File: src/rtl/uart_tx_sched.sv
// uart_tx_sched: round-robin transmit scheduler that shares one uart_tx
// serializer among NREQ byte producers.
//
// On an IDLE edge it picks the next valid requester after the last one served,
// captures its byte and parity bit, and then pulses tx_enable and that
// requester's req_ready for one cycle. It follows tx_sending through the
// frame, enforces an optional idle gap, and flags a serializer that never
// starts (start_err).
//
// Ports:
//   baud_clk    16x oversample clock. All state changes on its rising edge.
//   reset       asynchronous, active-low
//   req_valid   per-requester byte available (held until req_ready)
//   req_data    requester i byte at [8*i+7:8*i]
//   req_ready   one-hot, one-cycle accept pulse
//   parity_odd  0 = even parity, 1 = odd parity (sampled at capture)
//   err_clr     clears start_err (a coincident timeout wins)
//   tx_enable   one-cycle enable pulse to uart_tx
//   tx_din      captured byte, held until the next capture
//   tx_parity   parity bit of tx_din, held like tx_din
//   tx_sending  sending flag from uart_tx
//   busy        high whenever the scheduler is not idle
//   grant_id    index of the last captured requester
//   start_err   sticky: serializer failed to start a frame
module uart_tx_sched #(
    parameter int NREQ          = 4,
    parameter int ID_W          = 2,
    parameter int GAP_CYCLES    = 16,
    parameter int START_TIMEOUT = 4
) (
    input  logic              baud_clk,
    input  logic              reset,
    input  logic [NREQ-1:0]   req_valid,
    input  logic [8*NREQ-1:0] req_data,
    output logic [NREQ-1:0]   req_ready,
    input  logic              parity_odd,
    input  logic              err_clr,
    output logic              tx_enable,
    output logic [7:0]        tx_din,
    output logic              tx_parity,
    input  logic              tx_sending,
    output logic              busy,
    output logic [ID_W-1:0]   grant_id,
    output logic              start_err
);

    // One counter serves both the start timeout and the idle gap.
    localparam int CNT_MAX = (GAP_CYCLES > START_TIMEOUT) ? GAP_CYCLES : START_TIMEOUT;
    localparam int CNT_W   = $clog2(CNT_MAX + 1);
    localparam logic [CNT_W-1:0] TIMEOUT_LAST = CNT_W'(START_TIMEOUT - 1);
    localparam logic [CNT_W-1:0] GAP_LAST     = (GAP_CYCLES > 0) ? CNT_W'(GAP_CYCLES - 1) : '0;

    typedef enum logic [2:0] {
        ST_IDLE,
        ST_LAUNCH,
        ST_WAIT_START,
        ST_BUSY,
        ST_GAP
    } state_t;

    state_t           state, state_next;
    logic [ID_W-1:0]  last;
    logic [ID_W-1:0]  win_id;
    logic [ID_W-1:0]  cand;
    logic             any_valid;
    logic [7:0]       win_byte;
    logic [CNT_W-1:0] cnt, cnt_next;
    logic             capture;
    logic             timeout;

    // Round-robin search starting after the last winner. Scanning from the
    // farthest candidate down to the nearest lets the nearest valid one
    // overwrite the others, so no early exit is needed.
    always_comb begin : arbiter
        // NOTE: every signal written here gets a default first, so no path
        // leaves one unassigned and no latch is inferred.
        any_valid = 1'b0;
        win_id    = '0;
        cand      = '0;
        for (int k = NREQ; k >= 1; k--) begin
            cand = ID_W'((int'(last) + k) % NREQ);
            if (req_valid[cand]) begin
                any_valid = 1'b1;
                win_id    = cand;
            end
        end
    end

    assign win_byte = req_data[{win_id, 3'b000} +: 8];

    always_comb begin : next_state
        state_next = state;
        cnt_next   = cnt;
        capture    = 1'b0;
        timeout    = 1'b0;
        case (state)
            ST_IDLE: begin
                if (any_valid) begin
                    capture    = 1'b1;
                    state_next = ST_LAUNCH;
                end
            end
            ST_LAUNCH: begin
                cnt_next   = '0;
                state_next = ST_WAIT_START;
            end
            ST_WAIT_START: begin
                if (tx_sending) begin
                    state_next = ST_BUSY;
                end else if (cnt == TIMEOUT_LAST) begin
                    // This cycle's increment would reach START_TIMEOUT. The
                    // byte was already acked, so it is simply dropped.
                    timeout    = 1'b1;
                    cnt_next   = '0;
                    state_next = ST_IDLE;
                end else begin
                    cnt_next = cnt + 1'b1;
                end
            end
            ST_BUSY: begin
                if (!tx_sending) begin
                    cnt_next   = '0;
                    state_next = (GAP_CYCLES == 0) ? ST_IDLE : ST_GAP;
                end
            end
            ST_GAP: begin
                if (cnt == GAP_LAST) begin
                    state_next = ST_IDLE;
                end else begin
                    cnt_next = cnt + 1'b1;
                end
            end
            default: state_next = ST_IDLE;
        endcase
    end

    always_ff @(posedge baud_clk or negedge reset) begin
        if (!reset) begin
            state     <= ST_IDLE;
            cnt       <= '0;
            last      <= ID_W'(NREQ - 1);
            grant_id  <= '0;
            tx_din    <= '0;
            tx_parity <= 1'b0;
            start_err <= 1'b0;
        end else begin
            // NOTE: non-blocking assignments, so every register here updates
            // from the values that were present before the clock edge.
            state <= state_next;
            cnt   <= cnt_next;
            if (capture) begin
                tx_din    <= win_byte;
                tx_parity <= (^win_byte) ^ parity_odd;
                grant_id  <= win_id;
                last      <= win_id;
            end
            if (timeout) begin
                start_err <= 1'b1;
            end else if (err_clr) begin
                start_err <= 1'b0;
            end
        end
    end

    // These outputs decode the state register directly. Asserting reset
    // therefore drops them at once, and tx_enable cannot stay high.
    assign tx_enable = (state == ST_LAUNCH);
    assign req_ready = tx_enable ? (NREQ'(1) << grant_id) : '0;
    assign busy      = (state != ST_IDLE);

endmodule

File: config.mk
export PLATFORM = sky130hd
export DESIGN_NAME = uart_tx_sched
export DESIGN_NICKNAME = d
export VERILOG_FILES = /design/src/rtl/uart_tx_sched.sv
export SDC_FILE = /design/constraint.sdc
export NUM_CORES = 1
export LEC_CHECK = 0
export CAP_MARGIN = 10
export CORE_MARGIN = 4
export CORE_UTILIZATION = 46
export DETAILED_ROUTE_END_ITERATION = 7
export PLACE_DENSITY = 0.85
export SLEW_MARGIN = 30
export SYNTH_ARGS = -nofsm -noshare
export SYNTH_HDL_FRONTEND = slang
export SYNTH_SLANG_ARGS = --single-unit
File: constraint.sdc
create_clock -name baud_clk -period 5.4 [get_ports baud_clk]
set_clock_uncertainty 0.05 [all_clocks]
set_input_delay 1.08 -clock baud_clk [delete_from_list [all_inputs] [get_ports baud_clk]]
set_output_delay 1.08 -clock baud_clk [all_outputs]
set_load 0.01 [all_outputs]
# Yosys cells after proc, flatten, opt, wreduce, memory -nomap -nowiden
# Index checks and enable logic that the tools add are counted.
# totals
in_bits	41
elab_cells	73
out_inout_bits	18
regBits	22
# op_classes
add_sub_neg	5
n_bitwise	1
n_shift	2
n_eq_ne	12
n_reduce_logical	7
n_lt_le_gt_ge	4
mux	35
# op_table
operator	count
indexed part select 32 x 6 -> 8 bit	1
two-way mux 5 bit	4
case mux 5 bit (4 select lines)	1
two-way mux 1 bit	15
two-way mux 3 bit	5
case mux 3 bit (5 select lines)	1
< comparator 2 x 3 -> 1 bit (second input constant)	4
!= test 2 bit (second input constant)	5
binary-select mux 1 bit (select 2 bit)	4
two-way mux 2 bit	4
AND reduction 4 bit	2
parity 8 bit	1
equality test 3 x 2 -> 1 bit (second input constant)	2
adder 5 x 1 -> 5 bit (second input constant)	1
equality test 5 x 2 -> 1 bit (second input constant)	1
equality test 5 x 4 -> 1 bit (second input constant)	1
adder 2 x 1 -> 2 bit (second input constant)	2
adder 2 bit (second input constant)	2
two-way mux 4 bit	1
nonzero test 4 bit	1
left shift 1 x 2 -> 4 bit (first input constant)	1
equality test 3 x 1 -> 1 bit (second input constant)	1
equality test 3 bit (second input constant)	1
zero test 3 bit	1
4 further kinds	4

# Longest topological paths before layout
# Gate-level depths: netlist (run 1).
# depth
depth_word	10
mapped_depth	11
depth_no_buf	8

# Least setup slack after synthesis (run 1)
# Ideal clock, no wire load.
# synth_path
path_kind	input to register
start	input req_valid[1]
end	register tx_parity
setup_slack_ps	2443
stages	10
arrival_ps	2829
n_path_buf	2
setup_ps	78
required_time_ps	5272
path_cell_list	nor2b_2 -> a21oi_2 -> o221a_1 -> buf_6 -> buf_6 -> mux2i_1 -> mux2_2 -> xnor3_1 -> xor3_1 -> o21ai_1
# synth_via
elab_chain_len	9
elab_cells_between_ends	21
classes_between	shift (1); mux (18); bitwise (1); reduce/logical (1)
# synth_rtl
element	line_no	rtl
from (decl)	33	input logic [NREQ-1:0] req_valid,
binary-select mux 1 bit (select 2 bit)	82	if (req_valid[cand]) begin
two-way mux 1 bit (not written as such)	82	
two-way mux 2 bit (4 in a row)	82	
indexed part select 32 x 6 -> 8 bit	89	assign win_byte = req_data[{win_id, 3'b000} +: 8];
parity 8 bit	153	tx_parity <= (^win_byte) ^ parity_odd;
XOR 1 bit	153	
to (signal assigned)	153	
to (decl)	40	output logic tx_parity,
# Several ways; a longest one is shown, not always the timed one. The select of a mux whose other input is x is not followed.
# A chain may end at the register's enable or synchronous reset.

# Final worst setup path (run 1)
# layout_path
start	input req_valid[0]
end	register tx_parity
# Same word-level chain as after synthesis.

==> out/results.txt, run 1 <==
Clock transition at path regs: 0.12 ns
distinct cell type count after synthesis: 31
count of maximum capacitance violations: 0
buffers added on ports: 58
total of hold buffers inserted after clock tree synthesis: 0
setup repair after global routing missed its margin: no
first-pass GRT wire length: 6190 um
combined area of all synthesized cells: 1440 um^2
final-report max-slew violation count: 0
total CTS buffers: 3
DR top layer: met4
Hold WC Path Type: register to register
mean number of vias per cell: 5.08
final RePlAce weighted congestion: 0.802
final setup violation count: 0
dominant combinational cell family by area after synthesis: multiplexers
CP Buf/Inv Count: 1
outcome: finished clean
routed len/inst: 14.9 um
worst path setup slack after routing: 1.86 ns
Peak VDD IR: 249 uV
Mapped Cells: 143
overall routing resource usage: 0.190
# IOs: 59
die span in y: 64.0 um
critical path data required time: 5.54 ns
share of power burned in the clock network: 0.088
synthesized netlist net count: 186
final hold vios: 0
relative contribution of sequential cells to total power: 0.296
pre-CTS setup slack: 1.15 ns
share of layout cells above drive strength 1: 0.106
global route total overflow: 0
Max-Slew Margin vs Limit: 0.548
number of setup buffers added after CTS: 0
cell area power density: 501 nW/um^2
count of flip-flops with a built-in enable after synthesis: 0
routed length on met2: 1880 um
placed wire-length estimate: 2920 um
most common flop cell mapped by yosys: sky130_fd_sc_hd__dfrtp_1
element type at the critical path end: register
post-route ant nets: 0
count of vias placed by the detailed router: 1,235
period utilisation layout: 0.656
maximum number of pins on one net before global-route repair: 23
simple-gate share of the synthesized area: 0.153
Hold WS: 0.448 ns
placeable core region: 3030 um^2
effective utilization at floorplan: 0.477
fraction of the yosys area taken by sequential cells: 0.383
flops & latches, synth: 22
slowest stage delay, CP: 0.58 ns
number of warnings reported in the yosys synthesis log: 0
family of cells with the greatest summed delay on the critical path: XOR/XNOR gates
overall power: 0.00103 W
DRC violation count after routing: 0
non-filler cells, final: 243
Clk Latency, worst-skew pair: 0.31 ns
Most common cell on crit path: sky130_fd_sc_hd__mux2i_1
leakage power summed over all cells: 0.935 nW
Crit Path Category: input pin to register
H-tree depth reported by CTS: 1
clock tree sinks: 22
total routed wirelength: 3610 um
Seq. cell area: 553 um^2
number of nets in the finished design: 243
Compound-Gate Fraction of Synth Area: 0.121
number of iterations in the first detailed-routing pass: 4
switching power: 0.000398 W
multiplexer area fraction after synthesis: 0.218
met3 wirelength from detailed routing: 245 um
cell type of the slowest stage on the worst timing path: sky130_fd_sc_hd__o221a_2
Fillers: 236
antenna violations before repair: 0
switching power share of the total: 0.384
die area: 4100 um^2
Min Clock Period, post-route: 3.54 ns
clk buf depth: 2
area share of xor/xnor cells in the synthesized design: 0.0633
detailed-route wire length on metal 1: 1460 um
die width: 64.0 um
DRT iter0 DRCs: 30
clock tree from TritonCTS: done
signed area change from the synthesized netlist to the final layout: 43.1%
Placed Cells incl. Taps: 239
maximum net fanout on the critical path: 18
Mapped Avg Cell Area: 10.1 um^2
startpoint type of the worst setup path: input pin
placement row count: 20
signal arrival time at the worst endpoint: 3.68 ns
async set or reset register ratio after synthesis: 1.00
pin slew with the least headroom to its limit: 0.677 ns
multi-input combinational cell area: 827 um^2
total of cells resized after clock tree synthesis: 0
relative contribution of combinational cells to total power: 0.616
cell-internal power: 0.000637 W
final sum of negative setup slack: 0 ns
Root Buffer Master: sky130_fd_sc_hd__clkbuf_4
achievable frequency: 282 MHz
via count of the first global-routing pass: 1,313
Synth Area in Adders: 0.0173
ordered cell list for the critical path: clkdlybuf4s50_1 -> nand2_2 -> a21oi_2 -> o221a_2 -> mux2i_1 -> mux2i_1 -> xnor3_1 -> xor3_1 -> o21ai_1
number of antenna diodes: 0
## power groups by stage
stage          registers (W)  clock network (W)  logic (W)
2_1_floorplan       0.000302                  0   0.000440
3_3_place_gp        0.000302                  0   0.000616
3_5_place_dp        0.000308                  0   0.000642
4_1_cts             0.000305          0.0000945   0.000646
5_1_grt             0.000317           0.000102   0.000692
6_report            0.000306          0.0000910   0.000637
## flip-flops by register name, indices dropped and copies added (netlist names)
register	flops
cnt	5
grant_id	2
last	2
start_err	1
state	3
tx_din	8
tx_parity	1
## final cells by class
class                      count  share of cell area
multi-input combinational    110               0.400
timing repair buffer          58               0.279
sequential                    22               0.268
tap                           44              0.0267
clock buffer                   4              0.0176
inverter                       5             0.00909
## cells in the mapped netlist (all sizes together) (3+ instances only)
| master | n | area share |
|---|---|---|
| a21o | 3 | 0.016 |
| a21oi | 4 | 0.016 |
| buf | 3 | 0.023 |
| clkbuf | 3 | 0.0078 |
| dfrtp | 20 | 0.35 |
| inv | 5 | 0.013 |
| mux2 | 8 | 0.062 |
| mux2i | 22 | 0.16 |
| nand2 | 16 | 0.043 |
| nand2b | 7 | 0.030 |
| nor2 | 12 | 0.031 |
| nor2b | 3 | 0.015 |
| nor3 | 4 | 0.014 |
| o21ai | 15 | 0.052 |
| xnor3 | 3 | 0.047 |
## routing by layer
metal,track usage,up-vias
met5,0,-
li1,-,613
met3,0.0404,3
met2,0.350,41
met4,0.0404,0
met1,0.223,578
## worst paths after layout
check	to	cells after the start	slack (ns)	start
max	tx_parity	9	1.86	req_valid[0]
min	tx_din[7]	2	0.45	tx_din[7]
max reg2reg	tx_parity	8	2.57	last[1]
min reg2reg	tx_din[7]	2	0.45	tx_din[7]
max in group asynchronous	last[0]	1	4.28	reset
min in group asynchronous	grant_id[0]	1	0.66	reset
## cell usage in the layout, fill, tap and decap left out, types with 2 or more instances in the layout
master,n
sky130_fd_sc_hd__nor3_1,4
sky130_fd_sc_hd__inv_1,5
sky130_fd_sc_hd__o21ai_1,11
sky130_fd_sc_hd__o31ai_1,2
sky130_fd_sc_hd__nand2_1,15
sky130_fd_sc_hd__xnor3_1,3
sky130_fd_sc_hd__dfrtp_1,20
sky130_fd_sc_hd__ha_1,2
sky130_fd_sc_hd__dfstp_2,2
sky130_fd_sc_hd__a21o_1,3
sky130_fd_sc_hd__mux2_2,8
sky130_fd_sc_hd__nand2b_1,7
sky130_fd_sc_hd__clkbuf_4,3
sky130_fd_sc_hd__a21oi_1,3
sky130_fd_sc_hd__nor2b_1,2
sky130_fd_sc_hd__nand3_1,2
sky130_fd_sc_hd__o21ai_0,4
sky130_fd_sc_hd__mux2i_1,21
sky130_fd_sc_hd__clkdlybuf4s50_1,57
sky130_fd_sc_hd__nor2_1,12
## stage by stage
stage / utilization / area (um^2)
2_1_floorplan: - / 1440
3_3_place_gp: 0.672 / 2030
6_report: 0.682 / 2070
5_1_grt: 0.682 / 2070
4_1_cts: 0.684 / 2070
3_5_place_dp: 0.672 / 2030
## worst reg2reg max path, stage by stage, from the launching register on
cell and delay [ns]:
sky130_fd_sc_hd__dfstp_2 0.62, sky130_fd_sc_hd__nand2_2 0.07, sky130_fd_sc_hd__a21oi_2 0.14, sky130_fd_sc_hd__o221a_2 0.58, sky130_fd_sc_hd__mux2i_1 0.17, sky130_fd_sc_hd__mux2i_1 0.23, sky130_fd_sc_hd__xnor3_1 0.42, sky130_fd_sc_hd__xor3_1 0.38
sky130_fd_sc_hd__o21ai_1 0.06
## cells by family (layout without fill, tap and decap cells)
kind of cell,Yosys count,count (layout)
xor gates and xnor gates,4,4
DFF,22,22
buffers and inverters,11,67
muxes,30,30
AOI/OAI and AO/OA,27,27
adders and majority gates,2,2
and+or+nand+nor,47,47
No activity file was read; power rests on OpenSTA's default activity.
==> inputs of run 2 (changes only) <==
--- a/config.mk
+++ b/config.mk
@@ -7,9 +7,9 @@
 export LEC_CHECK = 0
 export CAP_MARGIN = 10
 export CORE_MARGIN = 4
-export CORE_UTILIZATION = 46
+export CORE_UTILIZATION = 43
 export DETAILED_ROUTE_END_ITERATION = 7
-export PLACE_DENSITY = 0.85
+export PLACE_DENSITY = 0.8
 export SLEW_MARGIN = 30
 export SYNTH_ARGS = -nofsm -noshare
 export SYNTH_HDL_FRONTEND = slang
==> constraint.sdc (replaced) <==
create_clock -name baud_clk -period 3.3 [get_ports baud_clk]
set_clock_uncertainty 0.05 [all_clocks]
set_input_delay 0.66 -clock baud_clk [delete_from_list [all_inputs] [get_ports baud_clk]]
set_output_delay 0.66 -clock baud_clk [all_outputs]
set_load 0.01 [all_outputs]
==> out/results.txt, run 2 (synthesized netlist as in run 1, its figures left out) <==
maximum number of pins on one net before global-route repair: 23 (unchanged)
DRC violation count after routing: 0 (unchanged)
clk buf depth: 2 (unchanged)
relative contribution of sequential cells to total power: 0.288 (-0.008)
total routed wirelength: 3680 um (+1.8%)
total CTS buffers: 3 (unchanged)
pin slew with the least headroom to its limit: 0.506 ns (-0.170 ns)
switching power share of the total: 0.378 (-0.00663)
relative contribution of combinational cells to total power: 0.626 (+0.010)
die width: 65.9 um (+3.0%)
final setup violation count: 0 (unchanged)
most common library cell in the layout ignoring fill and taps: sky130_fd_sc_hd__clkdlybuf4s50_1
maximum net fanout on the critical path: 18 (unchanged)
most frequent cells in the layout: sky130_fd_sc_hd__clkdlybuf4s50_1, sky130_fd_sc_hd__mux2i_1, sky130_fd_sc_hd__dfrtp_1
overall routing resource usage: 0.170 (-0.0199)
signal arrival time at the worst endpoint: 3.14 ns (-0.54 ns)
number of setup buffers added after CTS: 0 (unchanged)
total of cells resized after clock tree synthesis: 0 (unchanged)
Max-Slew Margin vs Limit: 0.662 (+0.115)
Min Clock Period, post-route: 2.95 ns
buffers added on ports: 58 (unchanged)
H-tree depth reported by CTS: 1 (unchanged)
Peak VDD IR: 418 uV (+68%)
total of hold buffers inserted after clock tree synthesis: 0 (unchanged)
Clk Latency, worst-skew pair: 0.31 ns (about the same)
final-report max-slew violation count: 0 (unchanged)
final hold vios: 0 (unchanged)
share of the core filled with cells: 0.669 (-0.0130)
post-route ant nets: 0 (unchanged)
placement row count: 20 (unchanged)
final sum of negative setup slack: 0 ns (unchanged)
max reg flops: 8 (unchanged)
cell-internal power: 0.00107 W (+68%)
die span in y: 65.9 um (+3.0%)
first-pass GRT wire length: 5700 um (-7.9%)
mean number of vias per cell: 5.13 (+0.87%)
final RePlAce weighted congestion: 0.798 (-0.50%)
placed wire-length estimate: 2990 um (+2.6%)
Clock transition at path regs: 0.12 ns (about the same)
cell type of the slowest stage on the worst timing path: sky130_fd_sc_hd__clkdlybuf4s50_1
Crit Path Category: input pin to register
number of iterations in the first detailed-routing pass: 4 (unchanged)
element type at the critical path end: register
cell area after layout: 2090 um^2 (+1.3%)
via count of the first global-routing pass: 1,278 (-2.7%)
count of vias placed by the detailed router: 1,256 (+1.7%)
Hold WC Path Type: input pin to asynchronous set/reset pin
DRT iter0 DRCs: 29 (-3.3%)
share of power burned in the clock network: 0.086 (-0.002)
slowest stage delay, CP: 0.53 ns (-0.05 ns)
startpoint type of the worst setup path: input pin
ordered cell list for the critical path: clkdlybuf4s50_1 -> nor2b_2 -> a21oi_2 -> o221a_1 -> buf_12 -> mux2i_1 -> mux2_2 -> xnor3_1 -> xor3_1 -> o21ai_1
Top Registers: tx_din: 8 flops, cnt: 5 flops, state: 3 flops
routed len/inst: 15.0 um (+0.97%)
period utilisation layout: 0.894
clock tree sinks: 22 (unchanged)
placeable core region: 3130 um^2 (+3.3%)
number of nets in the finished design: 245 (+0.82%)
Root Buffer Master: sky130_fd_sc_hd__clkbuf_4
# IOs: 59 (unchanged)
effective utilization at floorplan: 0.462 (-0.0153)
number of antenna diodes: 0 (unchanged)
Reg2Reg Depth: 8 (unchanged)
Most flops, register: tx_din
switching power: 0.000648 W (+63%)
outcome: finished clean
global route total overflow: 0 (unchanged)
die area: 4350 um^2 (+6.1%)
path length in cells of the critical path: 10 (+1)
leakage power summed over all cells: 0.948 nW (+1.4%)
cell area power density: 820 nW/um^2 (+64%)
signed area change from the synthesized netlist to the final layout: 45.0%
clock tree from TritonCTS: done
overall power: 0.00172 W (+66%)
family of cells with the greatest summed delay on the critical path: XOR/XNOR gates
CP Buf/Inv Count: 2 (+1)
share of layout cells above drive strength 1: 0.109 (+0.00393)
setup repair after global routing missed its margin: no
critical path data required time: 3.49 ns (-2.05 ns)
antenna violations before repair: 0 (unchanged)
count of maximum capacitance violations: 0 (unchanged)
post-placement cell area: 2060 um^2 (+1.4%)
achievable frequency: 339 MHz
-- run 2: cell types whose count changed in the layout (fill, tap and decap cells not counted) --
cell	before	now
sky130_fd_sc_hd__buf_12	0	1
sky130_fd_sc_hd__buf_4	0	1
sky130_fd_sc_hd__o221a_1	0	1
sky130_fd_sc_hd__o221a_2	1	0
-- run 2: power groups by stage --
stage / clock (W) / sequential [W] / combinational, W
floorplan: 0 / 0.000495 / 0.000720
global placement: 0 / 0.000492 / 0.00105
detailed placement: 0 / 0.000499 / 0.00109
CTS: 0.000155 / 0.000493 / 0.00109
global route: 0.000171 / 0.000514 / 0.00116
finish: 0.000147 / 0.000495 / 0.00108
-- run 2: final timing paths --
check | endpoint | slack, ns | from
max | tx_parity | 0.35 | req_valid[1]
min | grant_id[1] | 0.25 | reset
max reg2reg | tx_parity | 0.65 | last[1]
min reg2reg | tx_din[6] | 0.45 | tx_din[6]
min in group baud_clk | tx_din[6] | 0.45 | tx_din[6]
max in group asynchronous | last[0] | 2.59 | reset
-- run 2: layout make-up --
class,instances,area (um^2)
clock buffer,4,36.3
timing repair buffer,60,603
sequential,22,553
fill,252,1030
multi-input combinational,110,827
tap,44,55.1
inverter,5,18.8
-- run 2: per-layer routing --
layer,wire (um),vias to the layer above,GRT usage
li1,-,621,-
met1,1500,594,0.184
met2,1910,37,0.322
met3,211,4,0.0340
met4,49,0,0.0609
met5,0,-,0
-- run 2: metrics by stage --
stage	setup WS, ns	instances	hold WS [ns]
after CTS	0.360	245	0.456
final	0.350	245	0.253
after global placement	0.134	241	0.419
after global routing	0.289	245	0.253
after floorplan	0.763	143	0.314
after detailed placement	0.0373	241	0.428
==> inputs of run 3 (changes only) <==
--- a/config.mk
+++ b/config.mk
@@ -6,6 +6,7 @@
 export NUM_CORES = 1
 export LEC_CHECK = 0
 export CAP_MARGIN = 10
+export CORE_ASPECT_RATIO = 1.5
 export CORE_MARGIN = 4
 export CORE_UTILIZATION = 43
 export DETAILED_ROUTE_END_ITERATION = 7
==> out/results.txt, run 3 (synthesized netlist as in run 1, its figures left out) <==
routed len/inst: 16.3 um (+8.7%)
DR top layer: met4
clock tree from TritonCTS: done
cell area power density: 841 nW/um^2 (+2.5%)
family of cells with the greatest summed delay on the critical path: XOR/XNOR gates
number of setup buffers added after CTS: 0 (unchanged)
DRT iter0 DRCs: 17 (-41%)
placeable core region: 3190 um^2 (+2.0%)
number of iterations in the first detailed-routing pass: 2 (-2)
global route total overflow: 0 (unchanged)
relative contribution of sequential cells to total power: 0.286 (-0.002)
total of hold buffers inserted after clock tree synthesis: 0 (unchanged)
Max-Slew Margin vs Limit: 0.524 (-0.138)
antenna violations before repair: 0 (unchanged)
share of layout cells above drive strength 1: 0.105 (-0.00445)
number of antenna diodes: 0 (unchanged)
startpoint type of the worst setup path: input pin
total routed wirelength: 3910 um (+6.4%)
effective utilization at floorplan: 0.453 (-0.00905)
Peak VDD IR: 647 uV (+55%)
non-filler cells, final: 240 (-2.0%)
Most flops, register: tx_din
clk buf depth: 2 (unchanged)
count of maximum capacitance violations: 0 (unchanged)
Placed Cells incl. Taps: 236 (-2.1%)
Clock transition at path regs: 0.08 ns (-0.04 ns)
Top Registers: tx_din: 8 flops, cnt: 5 flops, state: 3 flops
max reg flops: 8 (unchanged)
die span in y: 79.0 um (+20%)
outcome: finished clean
# IOs: 59 (unchanged)
mean number of vias per cell: 5.24 (+2.2%)
pin slew with the least headroom to its limit: 0.712 ns (+0.206 ns)
Min Clock Period, post-route: 3.01 ns (+0.0591 ns)
maximum net fanout on the critical path: 18 (unchanged)
signed area change from the synthesized netlist to the final layout: 45.4%
Hold WS: 0.307 ns (+0.0549 ns)
post-route ant nets: 0 (unchanged)
placed wire-length estimate: 3090 um (+3.2%)
Crit Path Category: input pin to register
period utilisation layout: 0.912 (+0.0179)
final setup violation count: 0 (unchanged)
critical path data required time: 3.43 ns (-0.06 ns)
Root Buffer Master: sky130_fd_sc_hd__clkbuf_8
ordered cell list for the critical path: clkdlybuf4s50_1 -> nor2b_2 -> a21oi_2 -> o221a_1 -> buf_12 -> mux2i_1 -> mux2_2 -> xnor3_1 -> xor3_1 -> o21ai_1
share of power burned in the clock network: 0.108 (+0.022)
relative contribution of combinational cells to total power: 0.606 (-0.020)
first-pass GRT wire length: 6270 um (+10%)
buffers added on ports: 58 (unchanged)
slowest stage delay, CP: 0.53 ns (about the same)
CP Buf/Inv Count: 2 (unchanged)
leakage power summed over all cells: 0.952 nW (+0.35%)
achievable frequency: 332 MHz (-2.0%)
element type at the critical path end: register
most frequent cells in the layout: sky130_fd_sc_hd__clkdlybuf4s50_1, sky130_fd_sc_hd__mux2i_1, sky130_fd_sc_hd__dfrtp_1
final hold vios: 0 (unchanged)
final RePlAce weighted congestion: 0.825 (+3.4%)
switching power: 0.000666 W (+2.7%)
detailed-route wire length on metal 1: 1530 um (+1.8%)
number of nets in the finished design: 244 (-0.41%)
die area: 4370 um^2 (+0.45%)
placement row count: 25 (+25%)
final sum of negative setup slack: 0 ns (unchanged)
Clk Latency, worst-skew pair: 0.25 ns (-0.06 ns)
die width: 55.3 um (-16%)
overall routing resource usage: 0.175 (+0.00552)
cell type of the slowest stage on the worst timing path: sky130_fd_sc_hd__clkdlybuf4s50_1
cell-internal power: 0.00110 W (+2.9%)
total of cells resized after clock tree synthesis: 0 (unchanged)
total CTS buffers: 3 (unchanged)
Hold WC Path Type: input pin to asynchronous set/reset pin
setup repair after global routing missed its margin: no
Fillers: 270 (+7.1%)
clock tree sinks: 22 (unchanged)
count of vias placed by the detailed router: 1,257 (+0.080%)
routed length on met2: 2260 um (+18%)
via count of the first global-routing pass: 1,371 (+7.3%)
signal arrival time at the worst endpoint: 3.14 ns (about the same)
H-tree depth reported by CTS: 1 (unchanged)
DRC violation count after routing: 0 (unchanged)
switching power share of the total: 0.377 (-0.000577)
met3 wirelength from detailed routing: 72 um (-66%)
maximum number of pins on one net before global-route repair: 23 (unchanged)
final-report max-slew violation count: 0 (unchanged)
most common library cell in the layout ignoring fill and taps: sky130_fd_sc_hd__clkdlybuf4s50_1
overall power: 0.00177 W (+2.8%)
[run 3: changes by cell type in the layout (fill, tap and decap cells not counted)]
cell | previous run | this run
sky130_fd_sc_hd__clkbuf_8 | 1 | 4
sky130_fd_sc_hd__buf_4 | 1 | 0
sky130_fd_sc_hd__clkbuf_4 | 3 | 0
[run 3: final timing paths]
kind / end / from / cells after the start / slack (ns)
max in group asynchronous: last[0] / reset / 1 / 2.53
min in group baud_clk: tx_din[7] / tx_din[7] / 2 / 0.45
setup / recovery: tx_parity / req_valid[1] / 10 / 0.29
setup reg to reg: tx_parity / last[1] / 8 / 0.67
hold / removal: tx_din[4] / reset / 1 / 0.31
hold reg to reg: tx_din[7] / tx_din[7] / 2 / 0.45
[run 3: worst register-to-register path: cells and delay by family, from the launching register on]
family                    cells  cell delay (ns)
xor gates and xnor gates      2             0.71
DFF                           1             0.61
muxes                         3             0.62
AOI/OAI and AO/OA             2             0.38
buffers and inverters         1             0.19
[run 3: metrics by stage]
step | utilization | worst slack, ns | instance area (um^2)
global placement | 0.642 | 0.138 | 2050
CTS | 0.660 | 0.298 | 2100
global route | 0.658 | 0.210 | 2100
detailed placement | 0.642 | 0.0167 | 2050
floorplan | - | 0.763 | 1440
finish | 0.658 | 0.291 | 2100
[run 3: final cells by class]
| type | instances | area, um^2 | area share |
|---|---|---|---|
| sequential | 22 | 553 | 0.263 |
| tap | 40 | 50.0 | 0.0238 |
| inverter | 5 | 18.8 | 0.00894 |
| timing repair buffer | 59 | 596 | 0.284 |
| multi-input combinational | 110 | 827 | 0.394 |
| clock buffer | 4 | 55.1 | 0.0262 |
[run 3: power by group through the flow]
stage / combinational [W] / clock [W] / sequential, W
6_report: 0.00107 / 0.000190 / 0.000506
3_5_place_dp: 0.00107 / 0 / 0.000503
2_1_floorplan: 0.000720 / 0 / 0.000495
5_1_grt: 0.00116 / 0.000213 / 0.000520
4_1_cts: 0.00108 / 0.000195 / 0.000502
3_3_place_gp: 0.00104 / 0 / 0.000496
[run 3: routing by layer]
| metal | global-route usage | vias up |
|---|---|---|
| met5 | 0 | - |
| met4 | 0.0438 | 0 |
| met3 | 0.0211 | 6 |
| met2 | 0.332 | 22 |
| met1 | 0.206 | 615 |
| li1 | - | 614 |
